## config.mk

```make
export PLATFORM = sky130hd
export DESIGN_NAME = interface_sensor_ultrassom_flat
export DESIGN_NICKNAME = d
export VERILOG_FILES = /design/src/rtl/interface_sensor_ultrassom_if.sv /design/src/rtl/interface_sensor_ultrassom.sv /design/src/flat_wrapper.sv
export SDC_FILE = /design/constraint.sdc
export NUM_CORES = 1
export LEC_CHECK = 0
export ABC_AREA = 1
export CAP_MARGIN = 20
export CORE_ASPECT_RATIO = 0.6
export CORE_MARGIN = 2
export CORE_UTILIZATION = 25
export CTS_CLUSTER_SIZE = 25
export DETAILED_ROUTE_END_ITERATION = 6
export GPL_TIMING_DRIVEN = 0
export PLACE_DENSITY = 0.5
export SLEW_MARGIN = 20
export SYNTH_ARGS = -nofsm -noshare
export SYNTH_HDL_FRONTEND = slang
export SYNTH_SLANG_ARGS = --single-unit
```

## constraint.sdc

```tcl
create_clock -name clock -period 2.3 [get_ports clock]
set_clock_uncertainty 0.2 [all_clocks]
set_input_delay 0.345 -clock clock [delete_from_list [all_inputs] [get_ports clock]]
set_output_delay 0.345 -clock clock [all_outputs]
set_load 0.01 [all_outputs]
```

## src/rtl/interface_sensor_ultrassom_if.sv

```systemverilog
`default_nettype none
// ============================================================================
// Module   : interface_sensor_ultrassom_if
// Brief    : Request/result bundle between a controller and the ultrasonic
//            sensor front end (request, raw echo, trigger, result strobe).
// Revision : 1.0 - initial release
// ============================================================================
interface interface_sensor_ultrassom_if #(
    parameter int N = 9
);
    logic         medir;
    logic         echo;
    logic         trigger;
    logic [N-1:0] medida;
    logic         pronto;
    logic         erro;
    logic         ocupado;

    modport master (
        output medir,
        output echo,
        input  trigger,
        input  medida,
        input  pronto,
        input  erro,
        input  ocupado
    );

    modport slave (
        input  medir,
        input  echo,
        output trigger,
        output medida,
        output pronto,
        output erro,
        output ocupado
    );
endinterface
`default_nettype wire

```

## src/rtl/interface_sensor_ultrassom.sv

```systemverilog
`default_nettype none
// ============================================================================
// Module   : interface_sensor_ultrassom
// Brief    : HC-SR04-style sensor driver: trigger pulse, echo timing, rounded
//            centimetre result with a one-cycle pronto strobe (0 = error).
// Revision : 1.0 - initial release
// ============================================================================
module interface_sensor_ultrassom #(
    parameter int N              = 9,
    parameter int CICLOS_TRIGGER = 500,
    parameter int CICLOS_CM      = 2941,
    parameter int CICLOS_TIMEOUT = 1_600_000
) (
    input  wire logic                    clock,
    input  wire logic                    reset,
    interface_sensor_ultrassom_if.slave  sensor
);

    localparam int c_W_TRIG = (CICLOS_TRIGGER > 1) ? $clog2(CICLOS_TRIGGER) : 1;
    localparam int c_W_SUB  = (CICLOS_CM > 1)      ? $clog2(CICLOS_CM)      : 1;
    localparam int c_W_TMO  = (CICLOS_TIMEOUT > 1) ? $clog2(CICLOS_TIMEOUT) : 1;

    localparam logic [c_W_TRIG-1:0] c_TRIG_MAX = c_W_TRIG'(CICLOS_TRIGGER - 1);
    localparam logic [c_W_SUB-1:0]  c_SUB_MAX  = c_W_SUB'(CICLOS_CM - 1);
    localparam logic [c_W_SUB-1:0]  c_SUB_HALF = c_W_SUB'(CICLOS_CM / 2);
    localparam logic [c_W_TMO-1:0]  c_TMO_MAX  = c_W_TMO'(CICLOS_TIMEOUT - 1);
    localparam logic [N-1:0]        c_CM_MAX   = '1;
    localparam logic [N-1:0]        c_CM_ONE   = N'(1);

    typedef enum logic [2:0] {
        ST_INICIAL       = 3'd0,
        ST_ENVIA_TRIGGER = 3'd1,
        ST_ESPERA_ECHO   = 3'd2,
        ST_MEDINDO       = 3'd3,
        ST_FIM_OK        = 3'd4,
        ST_FIM_ERRO      = 3'd5
    } state_t;

    state_t              r_state,   w_state_next;
    logic                r_echo_meta, r_echo_s, r_echo_d;
    logic [c_W_TRIG-1:0] r_trig_cnt, w_trig_cnt_next;
    logic [c_W_SUB-1:0]  r_sub,     w_sub_next;
    logic [N-1:0]        r_cm,      w_cm_next;
    logic [c_W_TMO-1:0]  r_tmo,     w_tmo_next;
    logic                r_trigger, w_trigger_next;
    logic [N-1:0]        r_medida,  w_medida_next;
    logic                r_pronto,  w_pronto_next;
    logic                r_erro,    w_erro_next;
    logic                r_ocupado, w_ocupado_next;

    logic                w_rise;
    logic                w_tmo_fim;
    logic                w_sub_wrap;
    logic [c_W_SUB-1:0]  w_sub_step;
    logic [N-1:0]        w_cm_step;
    logic [N-1:0]        w_cm_round;
    logic [N-1:0]        w_cm_final;

    assign w_rise     = r_echo_s & ~r_echo_d;
    assign w_tmo_fim  = (r_tmo == c_TMO_MAX);

    // One echo cycle: sub-counter wraps every CICLOS_CM cycles, bumping the saturating cm count.
    assign w_sub_wrap = (r_sub == c_SUB_MAX);
    assign w_sub_step = w_sub_wrap ? '0 : r_sub + c_W_SUB'(1);
    assign w_cm_step  = (w_sub_wrap && (r_cm != c_CM_MAX)) ? r_cm + c_CM_ONE : r_cm;

    // Round half up, then keep 0 reserved for errors.
    assign w_cm_round = ((r_sub >= c_SUB_HALF) && (r_cm != c_CM_MAX)) ? r_cm + c_CM_ONE : r_cm;
    assign w_cm_final = (w_cm_round == '0) ? c_CM_ONE : w_cm_round;

    always_comb begin
        w_state_next    = r_state;
        w_trig_cnt_next = r_trig_cnt;
        w_sub_next      = r_sub;
        w_cm_next       = r_cm;
        w_tmo_next      = r_tmo;
        w_trigger_next  = 1'b0;
        w_medida_next   = r_medida;
        w_pronto_next   = 1'b0;
        w_erro_next     = r_erro;

        case (r_state)
            ST_INICIAL: begin
                if (sensor.medir) begin
                    w_state_next    = ST_ENVIA_TRIGGER;
                    w_trigger_next  = 1'b1;
                    w_trig_cnt_next = '0;
                    w_sub_next      = '0;
                    w_cm_next       = '0;
                    w_tmo_next      = '0;
                end
            end
            ST_ENVIA_TRIGGER: begin
                if (r_trig_cnt == c_TRIG_MAX) begin
                    w_state_next = ST_ESPERA_ECHO;
                end else begin
                    w_trig_cnt_next = r_trig_cnt + c_W_TRIG'(1);
                    w_trigger_next  = 1'b1;
                end
            end
            ST_ESPERA_ECHO: begin
                if (w_tmo_fim) begin
                    w_state_next = ST_FIM_ERRO;
                end else begin
                    w_tmo_next = r_tmo + c_W_TMO'(1);
                    if (w_rise) begin
                        w_state_next = ST_MEDINDO;
                        w_sub_next   = w_sub_step;
                        w_cm_next    = w_cm_step;
                    end
                end
            end
            ST_MEDINDO: begin
                if (w_tmo_fim) begin
                    w_state_next = ST_FIM_ERRO;
                end else if (r_echo_s) begin
                    w_tmo_next = r_tmo + c_W_TMO'(1);
                    w_sub_next = w_sub_step;
                    w_cm_next  = w_cm_step;
                end else begin
                    w_state_next = ST_FIM_OK;
                end
            end
            ST_FIM_OK: begin
                w_medida_next = w_cm_final;
                w_erro_next   = 1'b0;
                w_pronto_next = 1'b1;
                w_state_next  = ST_INICIAL;
            end
            ST_FIM_ERRO: begin
                w_medida_next = '0;
                w_erro_next   = 1'b1;
                w_pronto_next = 1'b1;
                w_state_next  = ST_INICIAL;
            end
            default: begin
                w_state_next = ST_INICIAL;
            end
        endcase

        w_ocupado_next = (w_state_next != ST_INICIAL);
    end

    always_ff @(posedge clock) begin
        if (reset) begin
            r_state     <= ST_INICIAL;
            r_echo_meta <= 1'b0;
            r_echo_s    <= 1'b0;
            r_echo_d    <= 1'b0;
            r_trig_cnt  <= '0;
            r_sub       <= '0;
            r_cm        <= '0;
            r_tmo       <= '0;
            r_trigger   <= 1'b0;
            r_medida    <= '0;
            r_pronto    <= 1'b0;
            r_erro      <= 1'b0;
            r_ocupado   <= 1'b0;
        end else begin
            r_state     <= w_state_next;
            r_echo_meta <= sensor.echo;
            r_echo_s    <= r_echo_meta;
            r_echo_d    <= r_echo_s;
            r_trig_cnt  <= w_trig_cnt_next;
            r_sub       <= w_sub_next;
            r_cm        <= w_cm_next;
            r_tmo       <= w_tmo_next;
            r_trigger   <= w_trigger_next;
            r_medida    <= w_medida_next;
            r_pronto    <= w_pronto_next;
            r_erro      <= w_erro_next;
            r_ocupado   <= w_ocupado_next;
        end
    end

    assign sensor.trigger = r_trigger;
    assign sensor.medida  = r_medida;
    assign sensor.pronto  = r_pronto;
    assign sensor.erro    = r_erro;
    assign sensor.ocupado = r_ocupado;

endmodule
`default_nettype wire

```

## src/flat_wrapper.sv

```systemverilog
// flat-port wrapper written by rule: the top's interface ports become plain ports
module interface_sensor_ultrassom_flat 
#(
    parameter int N              = 9,
    parameter int CICLOS_TRIGGER = 500,
    parameter int CICLOS_CM      = 2941,
    parameter int CICLOS_TIMEOUT = 1_600_000
)
  (clock, reset, sensor_medir, sensor_echo, sensor_trigger, sensor_medida, sensor_pronto, sensor_erro, sensor_ocupado);
  interface_sensor_ultrassom_if #(.N(N)) sensor_i ();
  input  wire logic clock;
  input  wire logic reset;
  input wire logic [$bits(sensor_i.medir)-1:0] sensor_medir;
  input wire logic [$bits(sensor_i.echo)-1:0] sensor_echo;
  output wire logic [$bits(sensor_i.trigger)-1:0] sensor_trigger;
  output wire logic [$bits(sensor_i.medida)-1:0] sensor_medida;
  output wire logic [$bits(sensor_i.pronto)-1:0] sensor_pronto;
  output wire logic [$bits(sensor_i.erro)-1:0] sensor_erro;
  output wire logic [$bits(sensor_i.ocupado)-1:0] sensor_ocupado;
  assign sensor_i.medir = sensor_medir;
  assign sensor_i.echo = sensor_echo;
  assign sensor_trigger = sensor_i.trigger;
  assign sensor_medida = sensor_i.medida;
  assign sensor_pronto = sensor_i.pronto;
  assign sensor_erro = sensor_i.erro;
  assign sensor_ocupado = sensor_i.ocupado;
  interface_sensor_ultrassom #(.N(N), .CICLOS_TRIGGER(CICLOS_TRIGGER), .CICLOS_CM(CICLOS_CM), .CICLOS_TIMEOUT(CICLOS_TIMEOUT)) u_core (.clock(clock), .reset(reset), .sensor(sensor_i));
endmodule
```

==> out/qor.txt, run 1 <==
Worst Hold Launch - u_core.r_echo_meta
Synth top area share - 37.89%
Syn Nets - 557
Max Root-Sink Buffers - 2
Ant. Diodes - 0
Worst IR Drop VDD - 340.1 uV
Pwr Density - 596.9 mW/mm2
Fill cell count - 1572
Sequential share of the synthesized area - 37.89%
Hold Path Class - flop to flop
Post-route cell area - 0.004557 mm2
Via/cell ratio - 4.631
Max Fclk - 457.1 MHz
Synth unique cells - 37
Fraction of layout cells with a size suffix above 1 - 11.60%
Critical Path Max Stage Delay - 390 ps
Vias in the first global route - 3240
Reg2Reg Depth - 8
Largest net degree at the start of global routing - 12
CP Launch Type - flop
Cts hold-fix bufs - 0
Worst r2r src - u_core.r_tmo[6]
Die ar. - 0.01582 mm2
Hold Path Stages - 2
Dominant cell type by area after synthesis - dfxtp_1
Unrepaired setup endpoints after global routing - yes
Grt met2 use - 17.30%
CTS tree - yes
GR met3 Demand/Resource - 4.036%
Ys Warns - 0
Area Growth Syn to Fin - 23.21%
Worst setup path start - u_core.r_tmo[6]
Vias - 3631
Final Cycle Share - 95.12%
Syn Area/Cell - 6.774 um2
CORE AREA - 0.01446 mm2
Max-slew violations - 0
P_leak - 1.631 nW
Die X - 161.0 um
Crit Path Class - flop to flop
Final nets - 592
Worst EP arrival - 2210 ps
Initial antenna violation count - 0
Buf+Inv Stages, Crit Path - 2
Post-route ant nets - 0
Clk root buf - clkbuf_16
Post-Place Cell Area - 0.004106 mm2
Worst skew pair latency - 330 ps
Outcome - finished, final reports clean
CTS clk-pin slew, worst paths - 60 ps
DP Wirelength - 7432 um
Minimum clock period - 2188 ps
Fin util - 31.51%
Final hold vios - 0
CP endpoint kind - flop
Post-synthesis async set-or-reset flop share - 0%
GRT Resource Usage Total - 13.38%
Final Setup Violations - 0
First-pass GRT wire length - 16680 um
Post-synth EDFFs - 0
H-tree depth - 3
Cell count after synthesis - 546
CP Max Fanout - 10
Initial core utilization - 25.57%
FF+latch count, synth - 70
Largest delay share family, worst path - simple AND/OR/NAND/NOR gates
Required @ worst endpoint - 2320 ps
Max cap viols - 0
I/O pin cnt - 17
CTS sink count - 70
Synthesized area - 0.003699 mm2
Die H - 98.22 um
WL final - 10030 um
Detailed-router iteration count before antenna repair - 5
Worst path cell trace - nand2_1, nor3_1, nand4_1, nand2_4, a21oi_4, buf_6, buf_6, o211a_1
Worst slew pin tran - 638.9 ps
Busiest grt layer - met1
RD Place Congestion - 0.7922
DRT iter0 DRCs - 247
Number of CTS-inserted buffers - 9
Max stage delay cell, worst path - dfxtp_1
Slew margin rel. - 57.41%
Port buffer count - 16
Met1 Usage GRT - 20.58%
Num rows - 34
Ys flop type - dfxtp_1
DR DRC count - 0
Instance count on the critical path - 8
Mean routed wirelength per cell - 12.79 um
Worst path most repeated cell - buf_6
Top cells by area, synth - dfxtp_1 (38%), nand2_1 (12%), nor2_1 (7.1%)
Total grt overflow - 0
registers in the layout (all words and copies together), names as in the netlist:
signal                 cells
u_core.r_tmo              21
u_core.r_sub              12
u_core.r_state             3
u_core.sensor.erro         1
u_core.sensor.ocupado      1
u_core.r_trig_cnt          9
u_core.r_cm                9
u_core.sensor.trigger      1
u_core.sensor.pronto       1
u_core.r_echo_s            1
u_core.r_echo_d            1
u_core.r_echo_meta         1
u_core.sensor.medida       9
kinds of logic after synthesis:
| family | share of synthesized area (%) |
|---|---|
| adders and majority gates | 2.368 |
| AOI/OAI and AO/OA | 12.86 |
| and+or+nand+nor | 34.34 |
| DFF | 37.89 |
| buffers and inverters | 8.999 |
| xor gates and xnor gates | 3.552 |
layer usage:
metal	up-vias	share of wire (%)
met5	-	0
met4	0	0.99
met3	9	5.5
met2	94	38
met1	1665	56
li1	1863	-
per-stage QoR:
step                worst slack [ps]  hold slack (ps)  std cells  power, mW  TNS [ps]
global placement              -388.0            201.3        760      1.455     -8761
floorplan                      199.3            188.3        546      1.394         0
detailed placement            -400.7            200.9        760      1.458    -10690
finish                         112.2            207.9        784      2.720         0
CTS                           0.2203            209.4        780      2.745         0
global route                  -40.92            255.1        784      2.851    -64.77
repair_timing:
item	4_1_cts	5_1_grt
setup endpoints to repair	49	47
pin swaps	4	4
setup buffers	3	4
gates resized for setup	15	22
gates cloned	1	0
cell usage in the layout, fill, tap and decap left out, types with 2 or more instances in the layout:
cell             count
buf_2                2
nand2_4              3
clkinvlp_4           2
ha_1                 4
nor2_1              70
o21ai_0             27
o21ai_1              3
nor4_1               3
inv_2                6
xor2_1              13
o211a_1              2
nand2_2              4
clkdlybuf4s50_1     16
nand2_1            111
o21a_1               2
dfxtp_4              2
clkinv_2             3
buf_4                8
clkbuf_2             2
or2_2                2
ha_4                 2
inv_1               60
nand3_1             37
clkbuf_16            9
nor3_1              24
a21oi_1             45
dfxtp_1             63
and3_1               2
nand4_1             21
clkbuf_1             7
buf_6                4
dfxtp_2              5
xnor2_1              2
worst register-to-register path, cell delays in order (launching register included):
cell and delay [ps]:
dfxtp_1 390, nand2_1 160, nor3_1 330, nand4_1 250, nand2_4 180, a21oi_4 50
buf_6 160, buf_6 150, o211a_1 210
layout make-up:
| class | instances | area, um2 | area share, % |
|---|---|---|---|
| multi-input cells | 395 | 2059 | 45.20 |
| flip-flops and latches | 70 | 1415 | 31.05 |
| clock inverters | 4 | 22.52 | 0.4942 |
| repair buffers | 24 | 224.0 | 4.915 |
| inverters | 68 | 261.5 | 5.739 |
| clock buffers | 12 | 246.5 | 5.409 |
| plain buffers | 13 | 80.08 | 1.757 |
| well taps | 198 | 247.7 | 5.437 |
report_power, final:
| part | leakage (nW) | switching (mW) | total (mW) | internal [mW] |
|---|---|---|---|---|
| sequential | 0.570 | 0.0194 | 1.25 | 1.23 |
| combinational | 0.928 | 0.127 | 0.194 | 0.0665 |
| clock | 0.132 | 0.522 | 1.28 | 0.754 |
Yosys cell counts, types with 3 or more instances:
cell	instances
nand3_1	38
ha_1	7
nand2_1	115
nand2_2	3
clkbuf_1	7
nor4_1	5
inv_1	62
inv_2	5
nor2_1	70
a21oi_1	45
nand4_1	21
nor3_1	26
xor2_1	13
dfxtp_1	70
buf_6	3
o21ai_0	28
worst paths after layout:
| check | end | slack [ps] |
|---|---|---|
| setup / recovery | u_core.r_sub[8] | 110 |
| hold / removal | u_core.r_echo_s | 210 |
| setup reg to reg | u_core.r_sub[8] | 110 |
| hold reg to reg | u_core.r_echo_s | 210 |
Note: power is estimated with default switching activity, not from simulation.
==> inputs of run 2 (changes only) <==
--- a/config.mk
+++ b/config.mk
@@ -14,7 +14,7 @@
 export DETAILED_ROUTE_END_ITERATION = 6
 export GPL_TIMING_DRIVEN = 0
 export PLACE_DENSITY = 0.5
-export SLEW_MARGIN = 20
+export SLEW_MARGIN = 10
 export SYNTH_ARGS = -nofsm -noshare
 export SYNTH_HDL_FRONTEND = slang
 export SYNTH_SLANG_ARGS = --single-unit
==> constraint.sdc (replaced) <==
create_clock -name clock -period 2.5 [get_ports clock]
set_clock_uncertainty 0.2 [all_clocks]
set_input_delay 0.375 -clock clock [delete_from_list [all_inputs] [get_ports clock]]
set_output_delay 0.375 -clock clock [all_outputs]
set_load 0.01 [all_outputs]
==> run 2 against run 1 <==
- sequential share of layout area up 0.69 points
- highest routed layer unchanged
- flip-flop and latch count is the same
- critical path depth rose by 1
- die area unchanged
- worst setup slack improved by 42 ps
- design area shrank 3.0%
- cell count down 0.77%
- core utilization down 0.93 points
==> out/qor.txt, run 2 (synthesized netlist as in run 1, its figures left out) <==
Outcome - finished, final reports clean
CTS clk-pin slew, worst paths - 60 ps
WL final - 9796 um
Crit Path Class - flop to flop
Max cap viols - 0
Initial core utilization - 25.57%
RD Place Congestion - 0.7922
DR DRC count - 0
Most frequent cells in the layout - nand2_1 (115), nor2_1 (70), dfxtp_1 (68)
Setup ws final - 154.5 ps
Post-route cell area - 0.004422 mm2
Regs by FF count - u_core.r_tmo (21), u_core.r_sub (12)
Final hold vios - 0
Internal power - 1.885 mW
CTS sink count - 70
Vias - 3601
Post-route ant nets - 0
Max Root-Sink Buffers - 2
Initial antenna violation count - 0
Die ar. - 0.01582 mm2
Die X - 161.0 um
Via/cell ratio - 4.629
Power share of the sequential group - 46.2%
Pwr Density - 563.6 mW/mm2
Clk root buf - clkbuf_16
Fraction of layout cells with a size suffix above 1 - 7.759%
Fin util - 30.57%
Ant. Diodes - 0
Worst EP arrival - 2370 ps
Clock power frac - 46.9%
Num rows - 34
Psw - 0.6074 mW
Area Growth Syn to Fin - 19.55%
GRT Resource Usage Total - 13.04%
Mean routed wirelength per cell - 12.59 um
Worst slew pin tran - 651.3 ps
Post-Place Cell Area - 0.004106 mm2
Number of CTS-inserted buffers - 9
I/O pin cnt - 17
Worst skew pair latency - 330 ps
Most common cell after layout, fill and taps aside - nand2_1
Worst IR Drop VDD - 271.8 uV
H-tree depth - 3
Combinational power share - 6.9%
Total grt overflow - 0
P_leak - 1.572 nW
CTS tree - yes
Final nets - 586
Post-Layout Cell Count - 778
DP Worst Slack - -230.7 ps
Final Cycle Share - 93.82%
Flip-flop count of the largest register after layout - 21
Hold Path Class - flop to flop
Slew margin rel. - 56.58%
CP Launch Type - flop
Cts hold-fix bufs - 0
CP endpoint kind - flop
Switch share - 24.37%
Max Fclk - 426.3 MHz
Largest net degree at the start of global routing - 12
DRT iter0 DRCs - 287
Port buffer count - 16
Max-slew violations - 0
Unrepaired setup endpoints after global routing - yes
Die H - 98.22 um
Minimum clock period - 2346 ps
First-pass GRT wire length - 16290 um
Vias in the first global route - 3184
CP Max Fanout - 10
Dpl cells - 760
DP Wirelength - 7432 um
Final Setup Violations - 0
CORE AREA - 0.01446 mm2
Largest Register - u_core.r_tmo
Required @ worst endpoint - 2520 ps
Detailed-router iteration count before antenna repair - 6
==> run 2: power by group through the flow <==
stage          clock network, mW  registers [mW]  logic [mW]
3_3_place_gp                   0            1.17       0.165
3_5_place_dp                   0            1.17       0.167
6_report                    1.17            1.15       0.171
5_1_grt                     1.27            1.15       0.193
2_1_floorplan                  0            1.17       0.111
4_1_cts                     1.20            1.15       0.168
==> run 2: metal layers <==
metal	track usage (%)	up-vias	part of all wire, %
met3	3.781	9	5.9
met4	4.190	0	1.0
met2	16.41	89	37
met5	0	-	0
li1	-	1855	-
met1	20.49	1648	56
==> run 2: final timing paths <==
check | start | endpoint | slack (ps) | depth (start not counted)
setup / recovery | u_core.r_tmo[0] | u_core.r_sub[8] | 150 | 9
hold / removal | u_core.r_echo_meta | u_core.r_echo_s | 210 | 2
setup reg to reg | u_core.r_tmo[0] | u_core.r_sub[8] | 150 | 9
hold reg to reg | u_core.r_echo_meta | u_core.r_echo_s | 210 | 2
==> run 2: layout make-up <==
cell class | instances | area [um2]
multi-input combinational | 395 | 1992
timing repair buffer | 18 | 175.2
clock inverter | 4 | 22.52
fill | 1592 | 10040
clock buffer | 12 | 246.5
buffer | 13 | 78.83
tap | 198 | 247.7
sequential | 70 | 1404
inverter | 68 | 255.2
==> run 2: worst max-delay path, stage by stage (launching register included) <==
cell and delay [ps]:
dfxtp_1 370, ha_1 200, nand2_1 130, nor3_4 300, nand4_1 250, nand2_4 200
a21oi_4 50, buf_6 160, buf_6 150, o211a_1 210
==> run 2: stage by stage <==
step	power, mW	setup TNS, ps	hold slack, ps
detailed placement	1.341	-2685	200.9
floorplan	1.282	0	188.3
finish	2.492	0	207.9
CTS	2.521	0	209.4
global placement	1.339	-2021	201.3
global route	2.616	-50.93	255.1
==> run 2: timing repair <==
item,in CTS,in global routing
pin swaps,0,1
gates resized for setup,1,9
buffers inserted,0,2
endpoints found under the setup margin,26,28
